**src/rtl/uart_rx.sv**
```systemverilog
// uart_rx: 8N1 serial receiver (LSB first) with a runtime bit divisor.
// Samples each bit at its midpoint, drops start glitches, and flags a stop
// bit sampled low as a framing error. A line held low after a framing error
// is treated as a break and yields only one error pulse.
module uart_rx #(
  parameter int SYNC_STAGES = 2
) (
  input  logic        clk_i,
  input  logic        rst_ni,
  input  logic        rx_en,
  input  logic [15:0] CLKS_PER_BIT,
  input  logic        i_RX_Serial,
  output logic [7:0]  o_RX_Byte,
  output logic        o_RX_Done,
  output logic        o_frame_err
);

  typedef enum logic [2:0] {
    S_IDLE,
    S_START,
    S_DATA,
    S_STOP,
    S_BREAK
  } state_e;

  state_e                 state_q;
  logic [SYNC_STAGES-1:0] sync_q;
  logic                   rxs;
  logic [15:0]            cnt_q;
  logic [2:0]             idx_q;
  logic [7:0]             shift_q;
  logic [15:0]            half_m1;
  logic [15:0]            cpb_m1;

  // Terminal counts: half a bit to reach mid start bit, a full bit between samples.
  assign half_m1 = {1'b0, CLKS_PER_BIT[15:1]} - 16'd1;
  assign cpb_m1  = CLKS_PER_BIT - 16'd1;
  assign rxs     = sync_q[SYNC_STAGES-1];

  // Metastability synchronizer for the asynchronous serial line; idles high.
  always_ff @(posedge clk_i or negedge rst_ni) begin
    if (!rst_ni) sync_q <= '1;
    else         sync_q <= {sync_q[SYNC_STAGES-2:0], i_RX_Serial};
  end

  // Frame FSM; the done/error pulses are registered and default low each cycle.
  always_ff @(posedge clk_i or negedge rst_ni) begin
    if (!rst_ni) begin
      state_q     <= S_IDLE;
      cnt_q       <= '0;
      idx_q       <= '0;
      shift_q     <= '0;
      o_RX_Byte   <= 8'h00;
      o_RX_Done   <= 1'b0;
      o_frame_err <= 1'b0;
    end else begin
      o_RX_Done   <= 1'b0;
      o_frame_err <= 1'b0;
      case (state_q)
        S_IDLE: begin
          cnt_q <= '0;
          idx_q <= '0;
          // rx_en only gates new starts; a frame in flight always completes.
          if (rx_en && !rxs) state_q <= S_START;
        end
        S_START: begin
          if (cnt_q == half_m1) begin
            cnt_q   <= '0;
            // Line back high at mid start bit: a glitch, not a frame.
            state_q <= rxs ? S_IDLE : S_DATA;
          end else begin
            cnt_q <= cnt_q + 16'd1;
          end
        end
        S_DATA: begin
          if (cnt_q == cpb_m1) begin
            cnt_q          <= '0;
            shift_q[idx_q] <= rxs;
            if (idx_q == 3'd7) state_q <= S_STOP;
            else               idx_q   <= idx_q + 3'd1;
          end else begin
            cnt_q <= cnt_q + 16'd1;
          end
        end
        S_STOP: begin
          if (cnt_q == cpb_m1) begin
            cnt_q <= '0;
            if (rxs) begin
              o_RX_Byte <= shift_q;
              o_RX_Done <= 1'b1;
              state_q   <= S_IDLE;
            end else begin
              // Keep the last good byte; wait out a possible break.
              o_frame_err <= 1'b1;
              state_q     <= S_BREAK;
            end
          end else begin
            cnt_q <= cnt_q + 16'd1;
          end
        end
        S_BREAK: begin
          cnt_q <= '0;
          if (rxs) state_q <= S_IDLE;
        end
        default: begin
          cnt_q   <= '0;
          state_q <= S_IDLE;
        end
      endcase
    end
  end

endmodule

```
**config.mk**
```make
export PLATFORM = sky130hd
export DESIGN_NAME = uart_rx
export DESIGN_NICKNAME = d
export VERILOG_FILES = /design/src/rtl/uart_rx.sv
export SDC_FILE = /design/constraint.sdc
export NUM_CORES = 1
export LEC_CHECK = 0
export ABC_AREA = 1
export CELL_PAD_IN_SITES_DETAIL_PLACEMENT = 1
export CELL_PAD_IN_SITES_GLOBAL_PLACEMENT = 2
export CORE_ASPECT_RATIO = 0.75
export CORE_MARGIN = 5
export CORE_UTILIZATION = 35
export CTS_BUF_LIST = sky130_fd_sc_hd__clkbuf_16
export CTS_CLUSTER_DIAMETER = 40
export CTS_CLUSTER_SIZE = 8
export DETAILED_ROUTE_END_ITERATION = 7
export PLACE_DENSITY = 0.88
export SLEW_MARGIN = 20
export SYNTH_ARGS = -nofsm -noshare
export SYNTH_HDL_FRONTEND = slang
export SYNTH_SLANG_ARGS = --single-unit
```
**constraint.sdc**
```tcl
create_clock -name clk_i -period 4.3 [get_ports clk_i]
set_clock_uncertainty 0.1 [all_clocks]
set_input_delay 0.86 -clock clk_i [delete_from_list [all_inputs] [get_ports clk_i]]
set_output_delay 0.86 -clock clk_i [all_outputs]
set_load 0.01 [all_outputs]
```
Word-level counts from Yosys, hierarchy flattened
Index checks and enable logic that the tools add are counted.
{"block": "word_totals", "mem_count": 0, "inputBits": 20, "rom_bits": 0, "mem_bits_rw": 0, "reg_bits": 42, "latch_bits": 0, "output_inout_bits": 10}
{"block": "classes", "n_div": 0, "n_eq_ne": 14, "shifts": 0, "add_sub_neg": 4, "n_mux": 24, "n_lt_le_gt_ge": 2, "n_mul": 0, "n_reduce_logical": 10, "n_bitwise": 0}
{"op": "$eq 16x16->1", "n": 2}
{"op": "$mux 16", "n": 2}
{"op": "$pmux 16 s2", "n": 1}
{"op": "$mux 3", "n": 9}
{"op": "$add 16x1->16 const B", "n": 1}
{"op": "$sub 15x1->16 const B", "n": 1}
{"op": "$sub 16x1->16 const B", "n": 1}
{"op": "$pmux 3 s5", "n": 1}
{"op": "$ne 2x2->1 const B", "n": 7}
{"op": "$bwmux 8", "n": 1}
{"op": "$mux 1", "n": 7}
{"op": "$eq 3x2->1 const B", "n": 2}
{"op": "$eq 3x3->1 const B", "n": 2}
{"op": "$pmux 3 s2", "n": 1}
{"op": "$reduce_and 3->1", "n": 2}
{"op": "$reduce_and 6->1", "n": 1}
{"op": "$lt 3x4->1 const B", "n": 1}
{"op": "$add 3x1->3 const B", "n": 1}
{"op": "$demux 1 s3", "n": 1}
{"op": "$eq 3x1->1 const B", "n": 1}
{"op": "$ge 3x1->1 const B", "n": 1}
{"op": "$logic_not 3->1", "n": 1}
{"op": "$logic_and 1x1->1", "n": 2}
{"op": "$mux 2", "n": 1}
{"op": "4 further kinds", "n": 4}

Longest topological paths before layout
Gate-level depths: netlist (run 1).
{"block": "depth", "word_depth": 5, "depth_mapped": 18}

Worst setup path after synthesis (run 1)
No wires, ideal clock.
{"block": "synth_timing", "path_kind": "input port to flip-flop", "start": "input port CLKS_PER_BIT[1]", "end": "register o_RX_Byte[1]", "path_stages": 16, "n_path_buf": 1, "path_slack_ps": 1657, "t_arrival_ps": 2426, "setup_time_ps": 117, "path_cell_list": "inv_1 ha_1 inv_2 nor2_4 nand2_4 nor2_8 nand3b_1 nand2_2 nand2_2 nor2_2 nand2_2 nor2_4 nand3_4 buf_6 nand2_2 o21ai_2"}
{"block": "synth_between", "elab_chain_len": 3}
{"item": "start: declaration", "line_no": "11", "rtl": "input logic [15:0] CLKS_PER_BIT,"}
{"item": "$sub 16x1->16", "line_no": "37", "rtl": "assign cpb_m1 = CLKS_PER_BIT - 16'd1;"}
{"item": "$eq 16x16->1", "line_no": "86", "rtl": "if (cnt_q == cpb_m1) begin"}
{"item": "$reduce_and 3->1 (no source line)"}
{"item": "end signal: assignment", "line_no": "89", "rtl": "o_RX_Byte <= shift_q;"}
{"item": "end: declaration", "line_no": "13", "rtl": "output logic [7:0] o_RX_Byte,"}
No other way between the ends.
A chain may end at the register's enable or synchronous reset.

Worst setup path in the final report (run 1)
{"block": "layout_timing", "start": "input port CLKS_PER_BIT[2]", "end": "register o_RX_Byte[2]"}
The elaborated chain is that of the path after synthesis.

==> results of run 1 <==
final timing paths:
path                                 startpoint            to  cells past startpoint
worst max-delay path            CLKS_PER_BIT[2]  o_RX_Byte[2]                     17
worst max register to register         cnt_q[0]     cnt_q[14]                     11
min in group asynchronous                rst_ni     cnt_q[13]                      1
max in group asynchronous                rst_ni     sync_q[1]                      2
worst min-delay path                  sync_q[0]     sync_q[1]                      0
worst min register to register        sync_q[0]     sync_q[1]                      0
logic make-up (layout without fill, tap and decap cells):
logic type | after synthesis | in the layout | synth area share
XOR/XNOR | 40 | 40 | 0.1017
adder cells (fa/ha/maj) | 5 | 5 | 0.01778
AO/OA/AOI/OAI | 24 | 24 | 0.04125
buffers and inverters | 82 | 107 | 0.09815
flip-flops | 42 | 42 | 0.2994
AND/OR/NAND/NOR | 325 | 325 | 0.4417
registers in the layout, indices dropped and copies added (netlist names):
name / flops
o_RX_Byte: 8
shift_q: 8
o_frame_err: 1
cnt_q: 16
idx_q: 3
sync_q: 2
state_q: 3
o_RX_Done: 1
worst max-delay path, delay by kind of cell:
| kind | cells | cell delay [ns] |
|---|---|---|
| AND/OR/NAND/NOR | 12 | 1.57 |
| adder cells (fa/ha/maj) | 1 | 0.30 |
| buffers and inverters | 4 | 0.87 |
layer usage:
metal	routed length [um]	GRT usage
met5	0	0
met4	62	0.02885
met3	399	0.03139
met2	4336	0.2551
met1	5083	0.2422
final cells by class:
class                   count  area (um^2)  share of cell area
multi-input cells         394         2120              0.5209
flip-flops and latches     42         1054              0.2589
repair buffers             30        305.3             0.07503
inverters                  69        259.0             0.06365
well taps                 132        165.2             0.04059
clock buffers               5        125.1             0.03075
clock inverters             3        41.29             0.01015
placed cells by master, fill, tap and decap left out, types with 2 or more instances in the layout:
cell type        count
a21oi_1              7
clkbuf_16            5
clkdlybuf4s50_1     28
dfrtp_1             40
dfstp_2              2
ha_1                 5
inv_1               67
inv_2                3
nand2_1            174
nand2_2             12
nand2_4              3
nand3_1             33
nand3_2              4
nand3b_1             4
nand4_1             14
nor2_1              52
nor2_2               7
nor2_4              11
nor2_8               2
nor3_1               4
o21ai_0              8
o21ai_1              2
o21ai_2              5
xnor2_1             13
xor2_1              26
power breakdown:
group / internal [mW] / switching, mW
logic: 0.118 / 0.273
registers: 0.426 / 0.0445
clock network: 0.272 / 0.153
total: 0.816 / 0.470
per-stage QoR:
step	hold WS (ns)	cells	setup WS, ns	util
floorplan	0.2452	518	1.657	-
detailed placement	0.2539	666	0.5270	0.3988
CTS	0.2627	674	0.8218	0.4159
finish	0.2605	675	0.8271	0.4179
global route	0.2648	675	0.5193	0.4179
global placement	0.2459	666	0.6023	0.3988
==> metrics.txt, run 1 <==
antenna violations before repair=0; fillers=roughly 1300; synthesized cell area=0.003518 mm^2; DP HPWL=8.140 mm; Synth cell types=36; Post-synth EDFFs=0; commonest cells in the synthesized netlist=nand2_1 (174), inv_1 (66), nor2_1 (52), dfrtp_1 (40), nand3_1 (33); number of vias per cell=between 4 and 5; unrepaired setup endpoints after global routing=no; GRT Total Usage=0.1652; CTS Buf Count=5; Initial Util=0.3614; CTS resizes=0; Power, Total=~1.3 mW; global route overflow=0; Residual DRC=0; Die ar.=0.01218 mm^2; worst min-delay path class=flop to flop; Cell Rows=31; Core Region=between 0.009 and 0.01 mm^2; Yosys top cell area share=0.2845; WP data arrival=roughly 3.6 ns; WS Path Type=input pin to flop; element type at the critical path start=input pin; post-synthesis sequential area ratio=0.2994; final hold viol count=0; Max Freq=between 0.2 and 0.3 GHz; LEAKAGE=2.012 nW; max_cap viols=0; syn avg cell area=6.792 um^2; ys flop type=dfrtp_1; Final Critical Period=around 3.5 ns; Synth warnings=0; CTS tree=done; die span in x=around 130 um; fin nets=between 500 and 600; Power Dens Cells=around 320 mW/mm^2; layout cell share with drive strength beyond 1=0.1123; total number of vias=between 3000 and 4000; slowest stage delay, CP=~0.5 ns; routability cong.=~0.80; required time of the critical path=4.42 ns; synthesized instance count=518; Synth area leader=dfrtp_1; Post-Route Setup TNS=0 ns; H-tree Lvls=2; Worst-Skew Late Latency=just under 0.3 ns; initial DRC count=roughly 160; Reg2Reg Setup Slack=1.93 ns; outcome=completed; #FFs+latches synth=42; cell area after placement=roughly 0.0039 mm^2; Slew Limit Fails=0; Worst Path Max Fanout=14; Post-synth ARST share=1.000; TritonRoute pass-1 iters=4; slowest CP cell=clkdlybuf4s50_1; Hold Buf Count CTS=0; peak supply drop=about 160 uV; Max-Slew Margin vs Limit=0.6553; # IOs=30; Avg WL per Cell=14.64 um; final-report setup violation count=0; Detail Route Antenna Nets=0; clock buffer depth=2; global-route wire length before repair=roughly 17 mm; post-CTS setup repair buffer count=0; DIE HEIGHT=around 97 um; area growth from synthesis to layout=15.65%; Ant. Diodes=0; slew of the pin with the lowest slew margin=0.5151 ns; CTS root buf=clkbuf_16; largest net degree at the start of global routing=43; clock-pin slew on the worst setup and hold paths=roughly 0.06 ns; Clock Sinks=42; fin area=between 0.004 and 0.005 mm^2; Worst setup EP type=flop; post-synthesis net count=543; most numerous cell in the Yosys netlist=nand2_1; vias in the first global route=approximately 3300; WL final=between 9 and 10 mm; worst path cell trace=clkdlybuf4s50_1, inv_1, ha_1, inv_2, nor2_4, nand2_4, nor2_4, nand3_2, nand2_1, nand2_2, nor2_2, nand2_2, nor2_4, nand3_4, inv_2, nand2_1, nand2_1; Synth area leaders=dfrtp_1 (28%), nand2_1 (19%), inv_1 (7.0%); port buffer count=29; Period Utilization, post-route=0.8077
(Power assumes the default switching activity.)
==> inputs of run 2 (changes only) <==
- CORE_UTILIZATION: 35 -> 30
- PLACE_DENSITY: 0.88 -> 0.8
- clock period: 4.3 -> 2.9 ns (I/O delays scaled with it)
==> metrics.txt, run 2 (synthesized netlist as in run 1, its figures left out) <==
Worst Path Max Fanout=12; final cell count without fillers=between 700 and 800; global-route wire length before repair=between 15 and 20 mm; Initial Util=0.3052; Largest regs=cnt_q x16, o_RX_Byte x8, shift_q x8; Worst setup EP type=flop; Top reg by flops=cnt_q; required time of the critical path=2.96 ns; slew of the pin with the lowest slew margin=about 0.56 ns; fin nets=between 600 and 700; antenna violations before repair=0; Hold Buf Count CTS=0; reg-to-reg startpoint=state_q[2]; Final Critical Period=2.703 ns; max_cap viols=0; outcome=completed; number of vias per cell=roughly 4.5; worst hold slack=approximately 0.17 ns; WP data arrival=approximately 2.8 ns; Period Utilization, post-route=0.9319; TritonRoute pass-1 iters=4; Clock Sinks=42; largest net degree at the start of global routing=between 40 and 50; WL final=about 10 mm; H-tree Lvls=2; max FFs per register=16; Avg WL per Cell=about 14 um; GRT Total Usage=0.1567; post-CTS setup repair buffer count=0; Detail Route Antenna Nets=0; clock buffer depth=2; initial DRC count=between 100 and 150; final-report setup violation count=0; total number of vias=around 3400; Max-Slew Margin vs Limit=0.6283; layout cell share with drive strength beyond 1=0.1798; Power Dens Cells=around 450 mW/mm^2; element type at the critical path start=input pin; peak supply drop=around 260 uV; Max Freq=0.3700 GHz; Residual DRC=0; port buffer count=29; Slew Limit Fails=0; clock-pin slew on the worst setup and hold paths=0.06 ns; DIE HEIGHT=roughly 100 um; unrepaired setup endpoints after global routing=no; CTS root buf=clkbuf_16; CTS Buf Count=5; placed cells=approximately 740; global route overflow=0; Post-Route Setup TNS=0 ns; Die ar.=0.01402 mm^2; critical path launch point=CLKS_PER_BIT[3]; vias in the first global route=3555; fillers=between 1000 and 1500; final hold viol count=0; WS Path Type=input pin to flop; Worst-Skew Late Latency=0.29 ns; routability cong.=around 0.83; commonest non-fill, non-tap cell in the layout=nand2_1; Ant. Diodes=0; die span in x=135.1 um; area growth from synthesis to layout=26.32%; Core Region=between 0.01 and 0.015 mm^2; CTS resizes=0; LEAKAGE=2.205 nW; # IOs=30; worst min-delay path class=input pin to async pin; DP HPWL=8.780 mm; Cell Rows=34; CTS tree=done; most frequent cells in the layout=nand2_1 (174), inv_1 (66), nor2_1 (52), buf_4 (43), dfrtp_1 (40)
## run 2: worst paths after layout
kind                                 to  slack (ns)  cells past startpoint
min                        o_RX_Byte[4]        0.17                      1
min in group clk_i            sync_q[1]        0.26                      0
min reg2reg                   sync_q[1]        0.26                      0
max in group asynchronous     sync_q[1]        2.13                      1
max                          shift_q[4]        0.20                     15
max reg2reg                  shift_q[6]        0.65                      8
## run 2: through the flow
stage	setup slack, ns	cell area, um^2	utilization	total power [mW]
3_5_place_dp	-0.2053	4235	0.3674	1.375
4_1_cts	0.09397	4402	0.3818	2.024
6_report	0.1973	4444	0.3855	2.007
2_1_floorplan	0.5366	3518	-	1.100
5_1_grt	0.04223	4444	0.3855	2.149
3_3_place_gp	-0.1588	4235	0.3674	1.357
## run 2: layout make-up
class / count / area [um^2] / share of cell area
clock buffer: 5 / 125.1 / 0.02815
sequential: 42 / 1054 / 0.2370
multi-input combinational: 394 / 2160 / 0.4859
tap: 162 / 202.7 / 0.04561
timing repair buffer: 71 / 603.1 / 0.1357
inverter: 69 / 259.0 / 0.05828
clock inverter: 3 / 41.29 / 0.009291
## run 2: per-layer routing
| layer | GRT usage | vias up | wire (um) |
|---|---|---|---|
| met5 | 0 | - | 0 |
| met4 | 0.03597 | 0 | 124 |
| met3 | 0.01938 | 10 | 250 |
| met2 | 0.2330 | 29 | 4384 |
| met1 | 0.2404 | 1590 | 5691 |
| li1 | - | 1726 | - |
## run 2: critical path, cell delays in order
cell and delay (ns):
clkdlybuf4s50_1 0.54, nor2_4 0.16, buf_4 0.13, nand2_4 0.08, nor2_4 0.14, nand3_2 0.08
nand2_1 0.15, nand2_1 0.10, nor2_2 0.13, nand2_2 0.08, nor2_4 0.15, buf_4 0.20
nand3_2 0.10, nand2_1 0.09, o21ai_1 0.06
## run 2: where the power goes
group | switching, mW | internal (mW) | leakage (nW)
clock network | 0.235 | 0.403 | 0.0812
logic | 0.405 | 0.268 | 1.57
registers | 0.0650 | 0.631 | 0.552
